==> src/rtl/rv_bus_arb.sv <==
// rv_bus_arb: arbitrates an instruction-fetch port and a load/store port onto
// a single memory bus, one transaction outstanding at a time.
//
// Ports:
//   clk, rst                 clock, asynchronous active-high reset
//   if_req, if_addr          fetch request and word address (held until if_ack)
//   if_ack, if_rdata         one-cycle fetch completion pulse and data
//   ls_req, ls_we, ls_addr,
//   ls_wdata, ls_be          load/store request and payload (held until ls_ack)
//   ls_ack, ls_rdata         one-cycle load/store completion pulse and data
//   err                      timeout flag, valid with if_ack/ls_ack
//   bus_req, bus_we, bus_addr,
//   bus_wdata, bus_be        transaction toward memory, payload registered
//   bus_ack, bus_rdata       memory completion and read data
module rv_bus_arb #(
    parameter int TIMEOUT    = 16,
    parameter int STARVE_LIM = 4
) (
    input  logic        clk,
    input  logic        rst,
    input  logic        if_req,
    input  logic [31:0] if_addr,
    output logic        if_ack,
    output logic [31:0] if_rdata,
    input  logic        ls_req,
    input  logic        ls_we,
    input  logic [31:0] ls_addr,
    input  logic [31:0] ls_wdata,
    input  logic [3:0]  ls_be,
    output logic        ls_ack,
    output logic [31:0] ls_rdata,
    output logic        err,
    output logic        bus_req,
    output logic        bus_we,
    output logic [31:0] bus_addr,
    output logic [31:0] bus_wdata,
    output logic [3:0]  bus_be,
    input  logic        bus_ack,
    input  logic [31:0] bus_rdata
);

    localparam logic [7:0] TO = 8'(TIMEOUT);
    localparam logic [3:0] SL = 4'(STARVE_LIM);

    typedef enum logic [1:0] {IDLE, FETCH, DATA, RESP} state_t;

    state_t      state, nxt;
    logic        owner_if;
    logic [31:0] rdata_q;
    logic        err_q;
    logic [7:0]  wait_cnt;
    logic [3:0]  starve_cnt;

    always_comb begin
        nxt = state;
        case (state)
            IDLE: begin
                // Load/store wins a tie unless fetch has been passed over STARVE_LIM times.
                if (ls_req && (!if_req || starve_cnt != SL))
                    nxt = DATA;
                else if (if_req)
                    nxt = FETCH;
            end
            FETCH, DATA: nxt = (bus_ack || wait_cnt == TO) ? RESP : state;
            RESP:        nxt = IDLE;
            default:     nxt = IDLE;
        endcase
    end

    always_ff @(posedge clk or posedge rst) begin
        if (rst) begin
            state      <= IDLE;
            owner_if   <= 1'b0;
            bus_we     <= 1'b0;
            bus_addr   <= '0;
            bus_wdata  <= '0;
            bus_be     <= '0;
            rdata_q    <= '0;
            err_q      <= 1'b0;
            wait_cnt   <= '0;
            starve_cnt <= '0;
        end else begin
            state <= nxt;
            case (state)
                IDLE: begin
                    if (nxt == DATA) begin
                        owner_if  <= 1'b0;
                        bus_we    <= ls_we;
                        bus_addr  <= ls_addr;
                        bus_wdata <= ls_wdata;
                        bus_be    <= ls_be;
                        wait_cnt  <= 8'd1;
                        if (if_req)
                            starve_cnt <= (starve_cnt == SL) ? SL : starve_cnt + 4'd1;
                    end else if (nxt == FETCH) begin
                        owner_if   <= 1'b1;
                        bus_we     <= 1'b0;
                        bus_addr   <= if_addr;
                        bus_wdata  <= '0;
                        bus_be     <= 4'hF;
                        wait_cnt   <= 8'd1;
                        starve_cnt <= '0;
                    end
                end
                FETCH, DATA: begin
                    // An ack in the timeout cycle still counts as a good completion.
                    if (bus_ack) begin
                        rdata_q <= bus_we ? 32'd0 : bus_rdata;
                        err_q   <= 1'b0;
                    end else if (wait_cnt == TO) begin
                        rdata_q <= '0;
                        err_q   <= 1'b1;
                    end else begin
                        wait_cnt <= wait_cnt + 8'd1;
                    end
                end
                default: wait_cnt <= '0;
            endcase
        end
    end

    always_comb begin
        bus_req  = (state == FETCH) || (state == DATA);
        if_ack   = (state == RESP) && owner_if;
        ls_ack   = (state == RESP) && !owner_if;
        if_rdata = if_ack ? rdata_q : '0;
        ls_rdata = ls_ack ? rdata_q : '0;
        err      = (state == RESP) && err_q;
    end

endmodule

==> config.mk <==
export PLATFORM = sky130hd
export DESIGN_NAME = rv_bus_arb
export DESIGN_NICKNAME = d
export VERILOG_FILES = /design/src/rtl/rv_bus_arb.sv
export SDC_FILE = /design/constraint.sdc
export NUM_CORES = 1
export LEC_CHECK = 0
export BUFFER_PORTS_ARGS = -buffer_cell sky130_fd_sc_hd__buf_2
export CAP_MARGIN = 25
export CORE_ASPECT_RATIO = 2
export CORE_MARGIN = 2
export CORE_UTILIZATION = 47
export CTS_BUF_LIST = sky130_fd_sc_hd__clkbuf_16
export DETAILED_ROUTE_END_ITERATION = 8
export HOLD_SLACK_MARGIN = 0.02
export PLACE_DENSITY = 0.92
export SETUP_SLACK_MARGIN = 0.5
export SLEW_MARGIN = 20
export SYNTH_ARGS = -nofsm -noshare
export SYNTH_HDL_FRONTEND = slang
export SYNTH_SLANG_ARGS = --single-unit
==> constraint.sdc <==
create_clock -name clk -period 4.5 [get_ports clk]
set_input_delay 0.675 -clock clk [delete_from_list [all_inputs] [get_ports clk]]
set_output_delay 0.675 -clock clk [all_outputs]
set_load 0.02 [all_outputs]
; ---- After elaboration in Yosys (flattened, before gate mapping)
; Index checks and enable logic that the tools add are counted.
[op_classes]
n_mux = 30
div = 0
order_cmp = 0
n_eq_ne = 12
shift = 0
bitwise = 0
reduce_logical = 17
add_sub_neg = 2
n_mul = 0
[ops]
columns = op, count
row1 = $mux 32, 9
row2 = $mux 8, 4
row3 = $mux 4, 6
row4 = $pmux 8 s2, 1
row5 = $add 8x1->8 const B, 1
row6 = $eq 8x5->1 const B, 1
row7 = $eq 2x2->1 const B, 3
row8 = $mux 1, 6
row9 = $mux 2, 3
row10 = $ne 2x2->1 const B, 3
row11 = $pmux 2 s3, 1
row12 = $reduce_and 3->1, 2
row13 = $add 4x1->4 const B, 1
row14 = $eq 2x1->1 const B, 2
row15 = $eq 4x3->1 const B, 1
row16 = $logic_and 1x1->1, 4
row17 = $ne 4x3->1 const B, 1
row18 = $reduce_and 2->1, 2
row19 = $reduce_bool 2->1, 2
row20 = $logic_or 1x1->1, 3
row21 = $ne 3x3->1 const B, 1
row22 = $logic_not 1->1, 2
row23 = $logic_not 2->1, 1
row24 = $reduce_or 2->1, 1
[totals]
out_inout_bits = 137
memories = 0
reg_bits = 117
in_bits = 138
latchBits = 0
ram_bits = 0
romBits = 0

; ---- Logic depth before layout (Yosys ltp)
[logic_depth]
word_depth = 9
ltp_mapped = 13
mapped_depth_nobuf = 11

; ---- Worst setup path after synthesis
; OpenSTA, ideal clock, no wires.
[synth_timing]
path_type = reg2reg
from = register wait_cnt[0]
to = register bus_wdata[0]
setup_ps = 66
path_buffers = 3
slack_ps = 1514
arrival_time_ps = 2920
stages_incl_launch_ff = 13
synth_period_minus_slack_ps = 2986
path_cell_list = dfrtp_1 inv_1 ha_1 or4b_4 o41ai_4 o21ai_0 o21ai_0 ha_1 clkbuf_1 buf_1 clkbuf_1 nand3_1 nand2_1
[synth_via]
elab_chain_len = 7
[synth_rtl]
columns = item, line_no
row1 = from (decl), 51  ; logic [7:0] wait_cnt;
row2 = from (signal assigned), 114  ; wait_cnt <= wait_cnt + 8'd1;
row3 = $eq 8x5->1 (*), 64  ; FETCH, DATA: nxt = (bus_ack || wait_cnt == TO) ? RESP : state;
row4 = $logic_or 1x1->1 (*), 64
row5 = $mux 2 (*), 64
row6 = $pmux 2 s3 (*), 56  ; case (state)
row7 = net nxt[1], 47  ; state_t state, nxt;
row8 = $eq 2x2->1 or $eq 2x1->1 (tied branches), "86, 95"
row9 = $reduce_bool 2->1 (no source line), --
row10 = $reduce_and 2->1 (no source line), --
row11 = to (signal assigned), 90  ; bus_wdata <= ls_wdata;
row12 = to (decl), 36  ; output logic [31:0] bus_wdata,
; The timed path passes the listed nets; every way through them passes the cells marked *.
; A chain may end at the register's enable or synchronous reset.

; ---- Final worst setup path
[layout_timing]
from = register wait_cnt[0]
to = register bus_addr[11]
[layout_via]
elab_chain_len = 7
[layout_rtl]
columns = item, line_no
row1 = $eq 8x5->1 (*), 64
row2 = $logic_or 1x1->1 (*), 64
row3 = $mux 2 (*), 64
row4 = $pmux 2 s3 (*), 56
row5 = net nxt[1], 47
row6 = $eq 2x2->1 or $eq 2x1->1 (tied branches), "86, 95"
row7 = $reduce_bool 2->1 (no source line), --
row8 = $reduce_and 2->1 (no source line), --
row9 = to (signal assigned), 89  ; bus_addr <= ls_addr;
row10 = to (signal assigned), 98  ; bus_addr <= if_addr;
row11 = to (decl), 35  ; output logic [31:0] bus_addr,
; Marked as above.

==> results.tsv <==
metric	value	unit
number of flops mapped to enable cells by yosys	0	
max-slew violation count	0	
post-layout minimum cycle time	3490	ps
Max VDD drop	0.570	mV
Clock Skews	11.5	ps
Die Area	13200	um^2
clock slew at reported path FFs	60	ps
routed via count	5395	
Placer Congestion	0.808	
Hold Buf Count CTS	0	
via-per-instance ratio	5.35	
worst setup margin	1010	ps
Resize count post-CTS	0	
num rows	57	
Placeable Area	12100	um^2
synth warn	0	
root buf cell	clkbuf_16	
initial core utilization	0.479	
worst skew pair latency	410	ps
pre-CTS setup slack	1020	ps
first-pass GRT wire length	25.3	mm
gr usage total	0.248	
startpoint types	flip-flop	
DR pass1 iterations	4	
WL final	16.2	mm
hold slack	346	ps
setup TNS	0	ps
syn nets	741	
Placed Cells	976	
DRT antenna net count	0	
DR WL/cell	16.1	um
IO Count	275	
Syn Area/Cell	9.69	um^2
DRC Markers	0	
final setup vio count	0	
power per cell area	766	nW/um^2
status	completed	
distinct cell type count after synthesis	38	
DP Wirelength	11.8	mm
CTS H-tree lvls	4	
final non-filler cell total	1008	
Total Nets Final	993	
Setup crit end kind	flip-flop	
fillers	977	
Remaining Overflow, GRT	0	
vias in the first global route	5409	
Die Width	82.4	um
Hold Path Class	primary input to asynchronous set/reset pin	
port buffer count	274	
largest net degree at the start of global routing	64	
RSZ-0062 raised after global routing	no	
critical setup path kind	flip-flop to flip-flop	
clock buffer count from CTS	17	
Final Hold Fails	0	
Worst Max-Slew Pin Slew	960	ps
CTS tree	built	
DRT iter0 DRCs	215	
Seq/Total Area, Yosys	0.507	
CP Max Fanout	59	
number of synthesized register bits	117	
Top FF cell, synth	dfrtp_1	
Fmax achieved	0.286	GHz
Longest Clk Path Bufs	2	
share of cells above drive strength 1	0.375	
setup bufs post-CTS	0	
Post-Syn Instances	596	
utilization after layout	0.651	
fin crit share	0.776	
CTS sink cnt	117	
CP arrival	3760	ps
Die Span Y	161	um
# diodes	0	
worst rel slew slack	0.357	
max-capacitance violation count	0	
Worst Path Required	4770	ps
P_leak	4.63	nW
Post-synth ARST share	1.00	
Synth Cell Area	5780	um^2
initial antenna violation count	0	
area delta synth->final	35.9	%
flip-flops by register name, indices dropped and copies added, names as in the netlist:
signal and flops:
err_q 1, state 2, bus_wdata 32, bus_be 4, rdata_q 32, starve_cnt 4
bus_addr 32, wait_cnt 8, owner_if 1, bus_we 1
worst paths after layout:
check	from	to	slack (ps)	cells after the start
hold reg to reg	bus_wdata[20]	bus_wdata[20]	460	2
max in group asynchronous	rst	rdata_q[18]	3270	3
setup / recovery	wait_cnt[0]	bus_addr[11]	1010	10
hold / removal	rst	bus_be[2]	350	2
min in group clk	bus_wdata[20]	bus_wdata[20]	460	2
setup reg to reg	wait_cnt[0]	bus_addr[11]	1010	10
layout make-up:
type	count	area (um^2)	area share
clock buffer	17	425	0.0542
clock inverter	15	211	0.0269
inverter	12	47.5	0.00606
multi-input combinational	418	2620	0.334
sequential	117	2930	0.373
tap	147	184	0.0234
timing repair buffer	282	1430	0.182
cells in the final DEF (no fill, tap or decap), types with 2 or more instances in the layout:
master       n
ha_1         6
nand2b_1     3
and2_1      34
a31oi_1      3
and3_1      33
o21ai_0     49
inv_6        8
a21oi_1      3
inv_1       11
nand2_1    117
buf_4        8
a21o_1      32
bufinv_16    4
mux2i_1     33
dfrtp_1    117
nand3_1     40
nor2b_2      2
o21ai_1      2
o21a_1       2
or4_1        2
buf_2      274
nor2_1       4
clkbuf_16   17
o31ai_1      4
and4b_1     32
synth_stat cells, drive strengths merged, types with 4 or more instances:
| library cell | number | share of area |
|---|---|---|
| a21o | 32 | 0.042 |
| inv | 12 | 0.0078 |
| nand2 | 118 | 0.078 |
| clkbuf | 44 | 0.029 |
| and2 | 34 | 0.037 |
| o31ai | 4 | 0.0052 |
| nand3 | 40 | 0.035 |
| nor2 | 4 | 0.0026 |
| mux2i | 33 | 0.057 |
| nand2b | 4 | 0.0043 |
| ha | 7 | 0.015 |
| dfrtp | 117 | 0.51 |
| buf | 5 | 0.0074 |
| and4b | 32 | 0.055 |
| o21ai | 51 | 0.044 |
| and3 | 33 | 0.036 |
cells by family after synthesis:
family	after synthesis	share of synthesized area
simple gates	276	0.263
fa+ha+maj	7	0.0152
buf+inv	61	0.0437
mux	35	0.0617
flops	117	0.507
compound gates	100	0.110
where the power goes:
group | switching, W | internal [W] | leakage, nW
registers | 0.000262 | 0.00147 | 1.50
clock network | 0.000518 | 0.000941 | 0.310
logic | 0.00183 | 0.000993 | 2.82
per-stage QoR:
step,cell area [um^2],total power [W]
2_1_floorplan,5780,0.00374
3_3_place_gp,7210,0.00444
3_5_place_dp,7210,0.00456
4_1_cts,7850,0.00604
5_1_grt,7850,0.00642
6_report,7850,0.00601
critical path, cell delays in order (launching register included):
cell,delay [ps]
dfrtp_1,410
inv_1,90
ha_1,150
or4b_4,480
o41ai_4,310
o21ai_0,120
o21ai_0,370
ha_4,280
buf_4,640
mux2i_1,320
o21ai_0,100
routing by layer:
layer / vias up / track usage / wire length, um
met1: 2585 / 0.257 / 5950
met2: 204 / 0.452 / 9000
met4: 0 / 0.117 / 468
met3: 36 / 0.0506 / 809
met5: - / 0 / 0
li1: 2570 / - / -
(Power assumes the default switching activity.)
